### src/rtl/banked_gpr_file.sv
// Banked general-purpose RAM for the PIC16F core: per-bank GPR storage plus a common
// region visible from every bank, registered read with write-first bypass, and a clear sequencer.
module banked_gpr_file #(
    parameter int  NUM_BANKS    = 4,
    parameter int  GP_START     = 'h20,
    parameter int  GP_LEN       = 80,
    parameter int  SHARED_START = 'h70,
    parameter int  SHARED_LEN   = 16,
    localparam int ADDR_W       = 7 + $clog2(NUM_BANKS),
    localparam int TOTAL        = NUM_BANKS * GP_LEN + SHARED_LEN
) (
    input  logic              clk,
    input  logic              rst,
    input  logic [ADDR_W-1:0] addr,
    input  logic              wr_en,
    input  logic [7:0]        data_in,
    input  logic              clear_req,
    output logic [7:0]        data_out,
    output logic              ram_hit,
    output logic              busy,
    output logic              wr_ignored,
    output logic              dbg_state
);

    localparam int GP_SIZE = NUM_BANKS * GP_LEN;
    localparam int GP_IW   = (GP_SIZE > 1) ? $clog2(GP_SIZE) : 1;
    localparam int SH_IW   = (SHARED_LEN > 1) ? $clog2(SHARED_LEN) : 1;
    localparam int CLR_W   = $clog2(TOTAL);

    localparam logic [0:0] S_IDLE  = 1'b0;
    localparam logic [0:0] S_CLEAR = 1'b1;

    logic [7:0] gp_mem [GP_SIZE];
    logic [7:0] sh_mem [SHARED_LEN];

    logic [0:0]       state_q, state_d;
    logic [CLR_W-1:0] clr_q, clr_d;
    logic [7:0]       dout_q, dout_d;
    logic             hit_q, hit_d;
    logic             wign_q, wign_d;

    logic [31:0]      off_w, bank_w;
    logic             gp_hit, sh_hit, any_hit;
    logic [GP_IW-1:0] gp_idx, clr_gp_idx;
    logic [SH_IW-1:0] sh_idx, clr_sh_idx;
    logic             clr_in_gp, clr_last;
    logic [7:0]       rd_byte;

    // The bank field is ignored for the common region so every bank aliases it.
    assign off_w   = 32'(addr[6:0]);
    assign bank_w  = 32'(addr[ADDR_W-1:7]);
    assign gp_hit  = (off_w >= GP_START) && (off_w < GP_START + GP_LEN);
    assign sh_hit  = (off_w >= SHARED_START) && (off_w < SHARED_START + SHARED_LEN);
    assign any_hit = gp_hit || sh_hit;
    assign gp_idx  = GP_IW'(bank_w * GP_LEN + off_w - GP_START);
    assign sh_idx  = SH_IW'(off_w - SHARED_START);

    assign clr_in_gp  = 32'(clr_q) < GP_SIZE;
    assign clr_gp_idx = GP_IW'(clr_q);
    assign clr_sh_idx = SH_IW'(32'(clr_q) - GP_SIZE);
    assign clr_last   = 32'(clr_q) == TOTAL - 1;

    assign rd_byte = gp_hit ? gp_mem[gp_idx] : (sh_hit ? sh_mem[sh_idx] : 8'h00);

    // Storage carries no reset; its contents are defined only by the clear sequence.
    always_ff @(posedge clk) begin
        if (state_q == S_CLEAR) begin
            if (clr_in_gp) gp_mem[clr_gp_idx] <= 8'h00;
            else           sh_mem[clr_sh_idx] <= 8'h00;
        end else if (wr_en && gp_hit) begin
            gp_mem[gp_idx] <= data_in;
        end else if (wr_en && sh_hit) begin
            sh_mem[sh_idx] <= data_in;
        end
    end

    always_comb begin
        state_d = state_q;
        clr_d   = clr_q;
        dout_d  = 8'h00;
        hit_d   = 1'b0;
        wign_d  = 1'b0;
        case (state_q)
            S_CLEAR: begin
                wign_d = wr_en;
                clr_d  = clr_q + CLR_W'(1);
                if (clr_last) begin
                    state_d = S_IDLE;
                    clr_d   = '0;
                end
            end
            default: begin
                hit_d  = any_hit;
                wign_d = wr_en && !any_hit;
                dout_d = (wr_en && any_hit) ? data_in : rd_byte;
                // A write in the request cycle still lands; the clear then wipes it.
                if (clear_req) begin
                    state_d = S_CLEAR;
                    clr_d   = '0;
                end
            end
        endcase
    end

    always_ff @(posedge clk or posedge rst) begin
        if (rst) begin
            state_q <= S_CLEAR;
            clr_q   <= '0;
            dout_q  <= 8'h00;
            hit_q   <= 1'b0;
            wign_q  <= 1'b0;
        end else begin
            state_q <= state_d;
            clr_q   <= clr_d;
            dout_q  <= dout_d;
            hit_q   <= hit_d;
            wign_q  <= wign_d;
        end
    end

    assign data_out   = dout_q;
    assign ram_hit    = hit_q;
    assign wr_ignored = wign_q;
    assign busy       = (state_q == S_CLEAR);
    assign dbg_state  = state_q;

endmodule

### config.mk
export PLATFORM = sky130hd
export DESIGN_NAME = banked_gpr_file
export DESIGN_NICKNAME = d
export VERILOG_FILES = /design/src/rtl/banked_gpr_file.sv
export SDC_FILE = /design/constraint.sdc
export NUM_CORES = 2
export LEC_CHECK = 0
export ABC_CLOCK_PERIOD_IN_PS = 15900
export CORE_MARGIN = 3
export CORE_UTILIZATION = 31
export DETAILED_ROUTE_END_ITERATION = 10
export PLACE_DENSITY = 0.53
export SLEW_MARGIN = 20
export SYNTH_ARGS = -nofsm -noshare
export SYNTH_HDL_FRONTEND = slang
export SYNTH_SLANG_ARGS = --single-unit
### constraint.sdc
create_clock -name clk -period 15.9 [get_ports clk]
set_input_delay 4.77 -clock clk [delete_from_list [all_inputs] [get_ports clk]]
set_output_delay 4.77 -clock clk [all_outputs]
set_load 0.05 [all_outputs]
-- After elaboration in Yosys (flattened, before gate mapping)
Memory sizes are Yosys's and may differ from the RTL's.
Cells that the tools add are included.
- logic and storage cells: 61
- output and inout port bits: 12
- bits in registers: 20
- bits in writable memories: 2688
- memories: 2
- memories (name ; depth ; bits a word ; rd ports ; clocked after Yosys merged registers in ; write ports ; line ; text):
    gp_mem ; 320 ; 8 ; 1 ; 0 ; 1 ; 33 ; logic [7:0] gp_mem [GP_SIZE];
    sh_mem ; 16 ; 8 ; 1 ; 0 ; 1 ; 34 ; logic [7:0] sh_mem [SHARED_LEN];
- eq/ne operators: 1
- add/subtract/negate cells: 5
- muxes and demuxes: 31
- magnitude comparators: 5
- reduce and logical (&&, ||, !) cells: 11
- $mul: 1
- operators with widths (operator ; count):
    $mux W8 ; 6
    $mux W9 ; 4
    $mux W1 ; 20
    $reduce_or A8 Y1 ; 2
    $add A9 B1 Y9 const B ; 1
    $add A9 B7 Y9 ; 1
    $eq A9 B9 Y1 const B ; 1
    $lt A9 B9 Y1 const B ; 1
    $sub A9 B6 Y9 const B ; 1
    $lt A7 B8 Y1 const B ; 1
    $sub A4 B1 Y4 const B ; 2
    $ge A7 B6 Y1 const B ; 1
    $ge A7 B7 Y1 const B ; 1
    $lt A7 B7 Y1 const B ; 1
    $logic_and A1 B1 Y1 ; 6
    $mul A2 B3 Y5 const B ; 1
    $mux W4 ; 1
    $reduce_bool A2 Y1 ; 1
    $logic_not A1 Y1 ; 1
    $logic_or A1 B1 Y1 ; 1

-- Logic depth before layout (Yosys ltp)
- depth in word-level cells: 9
- depth in mapped cells: 14
- gate-level depth less buffers: 12

-- Worst setup path after synthesis
Ideal clock, no wire load.
- path type: in2reg
- start point: input port addr[6]
- end point: memory gp_mem[0][0], data pin
- arrival: 9.751 ns
- stages on the path: 5
- slack: 5.113 ns
- cell sequence: and3_1 clkbuf_1 nor3_2 clkbuf_1 and2_1
- longest elaborated chain between the ends: 8
- elaborated cells between the ends (all ways): 9
- classes of those cells: order compare: 2; mux: 4; reduce/logical: 3
- ends and longest elaborated chain (what ; line ; text):
    from (decl) ; 14 ; input logic [ADDR_W-1:0] addr,
    $ge A7 B6 Y1 / $lt A7 B7 Y1 (equally long branches) ; 52 ; assign gp_hit = (off_w >= GP_START) && (off_w < GP_START + GP_LEN);
    $logic_and A1 B1 Y1 (*) ; 52 ;
    $logic_and A1 B1 Y1 (*) ; 70 ; end else if (wr_en && gp_hit) begin
    $mux W1 (*) ; 70 ;
    $mux W1 (*) ; 67 ; if (state_q == S_CLEAR) begin
    $mux W1 (implied by the code) (*) ; 71 ; gp_mem[gp_idx] <= data_in;
    $reduce_or A8 Y1 (no source line) (*) ; n/a ;
    $mux W8 (no source line) (*) ; n/a ;
    to (decl) ; 33 ;
Mark *: on every way between the ends. The rest lies on a longest branch, timed or not.

-- Worst setup path in the final report
- start point: input port addr[5]
- end point: memory gp_mem[233][2], enable pin
- longest elaborated chain between the ends: 8
- elaborated cells between the ends (all ways): 12
- classes of those cells: add/sub: 2; order compare: 2; mux: 5; reduce/logical: 3
- ends and longest elaborated chain (what):
    parallel branches: the longest is 8 deep, another holds $add A9 B7 Y9
Several ways; the timed one is not identified.

==> results.md <==
* Post-layout min period at 9280 ps
* Max-Cap Viols at 0
* Post-synth EDFFs at between 2,000 and 3,000
* Nets@finish at ~5,000
* Post-synth cell types at between 60 and 70
* Critical Path End Type: register
* Critical-path maximum fanout at 22
* CTS resizes at 0
* Cells after Synth at 4,947
* First-pass GRT wire length at 397,000 um
* Starting Density at a little under a third
* GPL Wtd Cong at 0.804
* Final ANT Viol Nets at 0
* Die Y at 589 um
* Worst Max-Slew Pin Slew at approximately 1200 ps
* Commonest non-fill, non-tap cell in the layout: edfxtp_1
* Leakage Power at roughly 40 nW
* CORE AREA at around 340,000 um^2
* Layout fillers at around 31,000
* Category of the most critical setup path: in2reg
* Commonest non-fill, non-tap cells in the layout: edfxtp_1 (2,688), mux4_2 (668), nor2_1 (389)
* Area delta synth->final at 13.9%
* RSZ-0062 raised after global routing: false
* Status: completed
* CTS max path bufs at 4
* DRC at 0
* CTS H-tree depth at 5
* Sequential fraction of the synthesis area at slightly below 80%
* Crit path DAT at 9730 ps
* Cell Area, Synth at between 100,000 and 150,000 um^2
* # Post-CTS Setup Buffers at 0
* Drt total wl at about 280,000 um
* Ys async rst share at less than 1%
* DR vias/cell at between 5 and 6
* Post-synth top area cell: edfxtp_1
* Gr usage total at around 16%
* Peak VDD IR at 80.3 uV
* Avg WL per Cell at between 20 and 30 um
* Clock slew at reported path FFs at around 60 ps
* I/O pin count at 33
* Synthesized area per cell at roughly 21 um^2
* Yosys warning count at 0
* Vias in the first global route at ~52,000
* Area contributors post-synth: edfxtp_1 (77%), mux4_2 (14%), nor2_1 (1.4%), a22oi_1 (1.1%), mux2i_1 (0.76%)
* Clock Tree Root: clkbuf_16
* Starting DRT DRC Count at about 6,300
* Total gr overflow at 0
* Power density over the cells at 130 nW/um^2
* Hold buffer count at CTS at 0
* Drt pass-1 iters at 5
* CTS buffer count at between 200 and 300
* DIE WIDTH at a little under 600 um
* Port Buf Inserts at 32
* Worst EP required at 16,350 ps
* Multi-input gate area at 22,500 um^2
* Setup TNS at 0 ps
* Max frequency at roughly 110 MHz
* Post-synthesis register bit count at approximately 2,700
* Hold/Removal Path Class: reg2reg
* Most common flop cell mapped by yosys: edfxtp_1
* Die area at roughly 350,000 um^2
* Clk sinks at around 2,700
* Worst slew margin at between 20% and 30%
* Hold Fails Final Rpt at 0
* Syn nets at between 4,000 and 5,000
* CTS tree: built
* Fin crit share at around three fifths
* Post-detail-place hpwl at approximately 160,000 um
* Final setup viols at 0
* Layout cells sized above 1 at about a quarter
* Largest net degree at the start of global routing at ~180
* Fin Hold WS at roughly 600 ps
* Register Area at 81,200 um^2
* Layout Skew at around 59 ps
* Initial antenna violation count at 13
* Clk_lat worst skew at ~850 ps
* Number of core rows at between 200 and 250
* Crit path launch type: input port
* Top-area cell type share of the netlist area at roughly three quarters
* Max Slew Vio Count at 0
* Via Count at 50,700
## state kept, by name (all words and copies together), names as in the netlist
name        count
gp_mem       2560
sh_mem        128
clr_gp_idx      9
data_out        8
busy            1
ram_hit         1
wr_ignored      1
## report_power, final
| group | internal (mW) | total [mW] | leakage (nW) | switching [mW] |
|---|---|---|---|---|
| combinational | 0.303 | 1.16 | 7.34 | 0.856 |
| clock | 3.80 | 6.58 | 4.42 | 2.78 |
| sequential | 7.83 | 7.87 | 27.8 | 0.0433 |
## synthesized netlist by cell type (30+ instances only)
cell	instances
a22oi_1	157
nor2_1	398
nand2_1	128
edfxtp_1	2688
o22ai_1	34
nand3_1	39
buf_4	56
clkbuf_1	131
a21oi_1	71
mux2i_1	80
buf_2	82
mux4_2	668
o21ai_0	38
and2_1	30
a22o_1	32
## metrics by stage
stage	worst slack [ps]	cell area (um^2)	std cells	power (mW)	utilization (%)
final	6620	120000	9796	15.6	35.5
after CTS	6600	120000	9795	15.7	35.5
after global placement	5730	111000	9291	9.18	32.8
after detailed placement	5690	111000	9292	9.18	32.8
after floorplan	5110	105000	4947	8.62	-
after global routing	6450	120000	9796	16.1	35.5
## path summary, 6_finish.rpt
check | to | slack [ps] | depth (start not counted) | start
setup / recovery | gp_mem[233][2] | 6620 | 10 | addr[5]
hold / removal | clr_gp_idx[8] | 600 | 2 | clr_gp_idx[8]
setup reg to reg | gp_mem[233][2] | 10950 | 6 | busy
hold reg to reg | clr_gp_idx[8] | 600 | 2 | clr_gp_idx[8]
max in group asynchronous | clr_gp_idx[1] | 10920 | 2 | rst
min in group asynchronous | data_out[7] | 4410 | 2 | rst
## logic make-up after synthesis
family          after synthesis  share of synthesized area, %
flops                      2708                          77.2
mux                         766                          15.3
simple gates                695                          2.87
compound gates              447                          2.94
buf+inv                     318                          1.57
fa+ha+maj                     8                         0.102
xor+xnor                      5                        0.0416
## area by class of cell
type | instances | share of cell area, %
clock buffer | 336 | 6.18
clock inverter | 167 | 1.43
sequential | 2708 | 67.8
antenna | 1 | 0.00209
multi-input combinational | 1921 | 18.8
tap | 4515 | 4.72
inverter | 13 | 0.0418
timing repair buffer | 135 | 1.03
## per-layer routing
layer,track usage (%),vias to the layer above,part of all wire [%]
li1,-,20900,-
met5,0,-,0
met1,22.8,27500,44
met2,24.4,1933,47
met4,3.71,0,2.2
met3,2.70,364,6.9
## worst max-delay path: stages
cell	delay, ps
clkdlybuf4s50_1	580
inv_1	100
ha_1	300
inv_1	50
ha_2	310
buf_4	440
nand2b_1	370
o21ai_1	920
nand2_1	900
nor2_1	900
No activity file was read; power rests on OpenSTA's default activity.
